**src/rtl/pipelined_fetch.sv**
```systemverilog
// Instruction fetch front end: issues one read per cycle from a PC register and
// buffers returned instructions in a small circular queue for decode.
module pipelined_fetch #(
    parameter int              XLEN     = 32,
    parameter logic [XLEN-1:0] RESET_PC = 32'h0000_0000,
    parameter int              QDEPTH   = 4
) (
    input  logic                       clk,
    input  logic                       rst,
    input  logic                       redirect_valid,
    input  logic [XLEN-1:0]            redirect_pc,
    output logic                       imem_req,
    output logic [XLEN-1:0]            imem_addr,
    input  logic [XLEN-1:0]            imem_rdata,
    output logic                       out_valid,
    input  logic                       out_ready,
    output logic [XLEN-1:0]            out_pc,
    output logic [XLEN-1:0]            out_pc_plus4,
    output logic [XLEN-1:0]            out_instr,
    output logic [$clog2(QDEPTH):0]    q_count
);

    localparam int            AW      = $clog2(QDEPTH);
    localparam int            CW      = AW + 1;
    localparam logic [CW:0]   DEPTH_W = (CW + 1)'(QDEPTH);

    logic [XLEN-1:0] fpc_r;
    logic [XLEN-1:0] req_pc_r;
    logic            inflight_r;
    logic [AW-1:0]   wr_ptr_r;
    logic [AW-1:0]   rd_ptr_r;
    logic [CW-1:0]   count_r;
    logic [CW-1:0]   count_nxt_s;
    logic [CW:0]     occupancy_s;
    logic            push_s;
    logic            pop_s;

    logic [XLEN-1:0] pc_q_r    [QDEPTH];
    logic [XLEN-1:0] instr_q_r [QDEPTH];

    // Slots already promised to an outstanding read count as occupied; pops do not free space early.
    assign occupancy_s  = {1'b0, count_r} + {{CW{1'b0}}, inflight_r};
    assign imem_req     = !redirect_valid && (occupancy_s < DEPTH_W);
    assign imem_addr    = fpc_r;

    // A response arriving alongside a redirect belongs to the squashed path.
    assign push_s       = inflight_r && !redirect_valid;
    assign pop_s        = out_valid && out_ready;

    assign out_valid    = (count_r != {CW{1'b0}});
    assign q_count      = count_r;
    assign out_pc       = pc_q_r[rd_ptr_r];
    assign out_instr    = instr_q_r[rd_ptr_r];
    assign out_pc_plus4 = out_pc + XLEN'(32'd4);

    // Next occupancy for the current push/pop combination
    always_comb begin
        count_nxt_s = count_r;
        case ({push_s, pop_s})
            2'b10:   count_nxt_s = count_r + CW'(1'b1);
            2'b01:   count_nxt_s = count_r - CW'(1'b1);
            default: count_nxt_s = count_r;
        endcase
    end

    // Fetch PC, outstanding-request tracking and queue pointers
    always_ff @(posedge clk or negedge rst) begin
        if (!rst) begin
            fpc_r      <= RESET_PC;
            req_pc_r   <= {XLEN{1'b0}};
            inflight_r <= 1'b0;
            wr_ptr_r   <= {AW{1'b0}};
            rd_ptr_r   <= {AW{1'b0}};
            count_r    <= {CW{1'b0}};
        end else begin
            inflight_r <= imem_req;
            if (redirect_valid) begin
                fpc_r    <= {redirect_pc[XLEN-1:2], 2'b00};
                wr_ptr_r <= {AW{1'b0}};
                rd_ptr_r <= {AW{1'b0}};
                count_r  <= {CW{1'b0}};
            end else begin
                if (imem_req) begin
                    fpc_r    <= fpc_r + XLEN'(32'd4);
                    req_pc_r <= fpc_r;
                end
                if (push_s) begin
                    wr_ptr_r <= wr_ptr_r + AW'(1'b1);
                end
                if (pop_s) begin
                    rd_ptr_r <= rd_ptr_r + AW'(1'b1);
                end
                count_r <= count_nxt_s;
            end
        end
    end

    // Queue payload storage; contents are only meaningful below count_r
    always_ff @(posedge clk) begin
        if (push_s) begin
            pc_q_r[wr_ptr_r]    <= req_pc_r;
            instr_q_r[wr_ptr_r] <= imem_rdata;
        end
    end

endmodule

```
**config.mk**
```make
export PLATFORM = sky130hd
export DESIGN_NAME = pipelined_fetch
export DESIGN_NICKNAME = d
export VERILOG_FILES = /design/src/rtl/pipelined_fetch.sv
export SDC_FILE = /design/constraint.sdc
export NUM_CORES = 1
export LEC_CHECK = 0
export BUFFER_PORTS_ARGS = -buffer_cell sky130_fd_sc_hd__buf_2
export CAP_MARGIN = 20
export CORE_MARGIN = 8
export CORE_UTILIZATION = 45
export CTS_BUF_LIST = sky130_fd_sc_hd__clkbuf_8
export DETAILED_ROUTE_END_ITERATION = 16
export PLACE_DENSITY = 0.66
export SYNTH_ARGS = -nofsm -noshare
export SYNTH_HDL_FRONTEND = slang
export SYNTH_SLANG_ARGS = --single-unit
```
**constraint.sdc**
```tcl
create_clock -name clk -period 3 [get_ports clk]
set_input_delay 0.6 -clock clk [delete_from_list [all_inputs] [get_ports clk]]
set_output_delay 0.6 -clock clk [all_outputs]
set_load 0.01 [all_outputs]
```
==> run summary <==
Status: finished with violations
Failing checks: setup timing
CTS buffer count: 51
RD Place Congestion: 0.865
Total power: 0.0135 W
Vias in the first global route: 7853
Worst r2r src: q_count[0]$_DFFE_PN0P_
Wire per inst: 19.6 µm
Largest family of logic cells by synthesized area: multiplexers
# nets final: 1077
Switching pwr: 0.00417 W
Synth async-reset ratio: 0.215
Worst setup EP type: output pin
Area of the multi-input gates: 3650 µm²
Simple logic cell fraction of the synthesized area: 0.0649
Total GRT Usage: 0.162
Synth unique cells: 42
Synth Area in Adders: 0.00742
Slowest cell on crit path: dfrtp_4
Initial DRC Count: 377
Slew @ Worst Pin: 0.640 ns
Post-DP HPWL: 19.0 mm
Commonest cells in the netlist: 248 x edfxtp_1, 68 x dfrtp_1, 51 x mux4_2
First-pass GRT wire length: 43.2 mm
Clock slew at reported path FFs: 0.06 ns
Starting Density: 0.459
CP cell instances: buf_6 -> mux4_2 -> buf_6 -> nand3_4 -> nor4_4 -> buf_6 -> nand4_1 -> xnor2_1 -> buf_2
Synth top area share: 0.581
Setup Viol. Count Final: 27
Synthesized instance count: 710
Antenna violations before repair: 0
Net Sw Frac: 0.308
Post-Syn Area: 12800 µm²
Most common cell in the netlist: edfxtp_1
DIE WIDTH: 185 µm
HP Start: imem_rdata[30]
Max-slew violations: 0
Clock share of power: 0.245
IO buf count: 192
Rows: 61
Mean Syn Cell Area: 18.0 µm²
Most frequent CP cell: buf_6
Drt first pass iters: 5
Sequential Power Share: 0.443
Min cycle time layout: 3.42 ns
Crit path DAT: 2.82 ns
Hold Vio Cnt, Final: 0
Pwr dens: 846 nW/µm²
CTS tree: yes
P_int: 0.00934 W
Logic pwr share: 0.312
Crit Path Category: reg -> out
Core Region: 27900 µm²
Die area: 34100 µm²
Clock Sink Count: 316
Main flop type after synthesis: edfxtp_1
Largest net degree at the start of global routing: 63
Die Y-Extent: 185 µm
Layout cell share with drive strength beyond 1: 0.438
Area leader, netlist: edfxtp_1
H-tree depth: 2
Post-Synth XOR/XNOR Area: 0.0383
Clock tree buffer depth: 3
Period utilization: 1.14
Sequential standard cell area: 9150 µm²
Leakage: 5.95 nW
I/O pins: 201
Sequential share of the synthesized area: 0.714
Max-cap violations: 0
Post-Route WL: 27.9 mm
HP Class: in -> reg
Critical path launch point type: flip-flop
Fillers: 2206
RSZ-0062 raised after global routing: true
Clk_lat worst skew: 0.56 ns
Remaining Overflow, GRT: 0
Worst EP required: 2.40 ns
Area grow syn2layout: 24.6%
CP max stage delay: 0.56 ns
Area contributors post-synth: edfxtp_1 58%, dfrtp_1 13%, mux4_2 9.0%
Fmax: 0.292 GHz
Post-route DRC: 0
Number of synthesized flops with an enable pin: 248
Compound-Gate Fraction of Synth Area: 0.0165
Final worst-path setup slack: -0.421 ns
Clock Skew: 0.0184 ns
Max_slew headroom: 0.570
Mux cell area share after synthesis: 0.142
Peak VDD IR: 0.343 mV
Vias: 7339
CP max FO: 7
Drt via density: 5.16
#FFs+latches synth: 316
Yosys warning total: 0
Critical path launch point: rd_ptr_r[0]$_DFFE_PN0P_
Final Core Density: 0.571
CTS root buf: clkbuf_8
DRT antenna net count: 0
## layer usage
metal	track usage	up-vias	share of wire	wire, µm
li1	-	3372	-	-
met1	0.207	3608	0.42	11700
met2	0.263	293	0.47	13100
met3	0.0465	66	0.079	2210
met4	0.0589	0	0.029	799
met5	0	-	0	0
## sequential cells by signal (all words and copies together), names as in the netlist
register	cells
q_count	3
instr_q_r	128
inflight_r	1
pc_q_r	120
wr_ptr_r	2
req_pc_r	30
rd_ptr_r	2
imem_addr	30
## layout by cell type, fill, tap and decap left out, types with 7 or more instances in the layout
master / instances
xor2_1: 21
clkbuf_8: 57
buf_4: 54
o21ai_0: 30
nand4_1: 15
mux4_2: 58
xnor2_1: 30
edfxtp_1: 248
nor2_1: 20
buf_2: 187
buf_6: 15
or3_1: 8
buf_12: 9
nand2_1: 44
mux2_2: 31
clkinv_1: 10
nand3_1: 14
dfrtp_1: 66
inv_1: 25
a31oi_1: 7
## area by class of cell
type,count,share of cell area
diodes,1,0.000157
clock buffers,57,0.0492
clock inverters,36,0.00941
inverters,6,0.00141
multi-input cells,360,0.229
flip-flops and latches,316,0.574
well taps,378,0.0296
repair buffers,267,0.108
## per-stage QoR
| step | setup WS (ns) | TNS, ns | std cells | cell area [µm²] | hold slack [ns] |
|---|---|---|---|---|---|
| after floorplan | 0.0981 | 0 | 715 | 12800 | 0.304 |
| after global placement | 0.0553 | 0 | 1311 | 14600 | 0.491 |
| after detailed placement | 0.00913 | 0 | 1311 | 14600 | 0.493 |
| after CTS | -0.451 | -8.85 | 1412 | 15700 | 0.212 |
| after global routing | -0.569 | -11.57 | 1420 | 16000 | 0.224 |
| final | -0.421 | -8.18 | 1421 | 16000 | 0.254 |
## power groups by stage
| stage | Clock [W] | Sequential, W | Combinational [W] |
|---|---|---|---|
| after floorplan | 0 | 0.00588 | 0.00232 |
| after global placement | 0 | 0.00601 | 0.00384 |
| after detailed placement | 0 | 0.00605 | 0.00387 |
| after CTS | 0.00342 | 0.00597 | 0.00411 |
| after global routing | 0.00361 | 0.00605 | 0.00457 |
| final | 0.00331 | 0.00598 | 0.00422 |
## critical path, delay by kind of cell, from the launching register on
family	cells	cell delay (ns)
DFF	1	0.56
xor gates and xnor gates	1	0.16
and+or+nand+nor	3	0.52
buffers and inverters	4	0.63
muxes	1	0.39
## cells by family after synthesis
kind of cell	Yosys count
fa+ha+maj	7
xor+xnor	56
compound gates	39
buf+inv	39
simple gates	156
mux	96
flops	316
other cells	1
## final timing paths
check,endpoint,slack [ns],depth (start not counted)
hold reg to reg,pc_q_r[2][18]$_DFFE_PP_,0.51,0
max in group asynchronous,req_pc_r[9]$_DFFE_PN0P_,1.71,4
hold / removal,instr_q_r[0][30]$_DFFE_PP_,0.25,1
setup reg to reg,q_count[2]$_DFFE_PN0P_,0.64,7
setup / recovery,out_pc_plus4[23],-0.42,9
min in group asynchronous,imem_addr[27]$_DFFE_PN0P_,0.44,2
## timing repair
item	in CTS	in global routing
gates resized for setup	35	28
hold buffers	1	0
pin swaps	7	20
gates cloned	0	1
buffers inserted	8	8
endpoints found under the hold margin	10	0
setup endpoints to repair	51	55
Power figures use the tool's default switching activity.
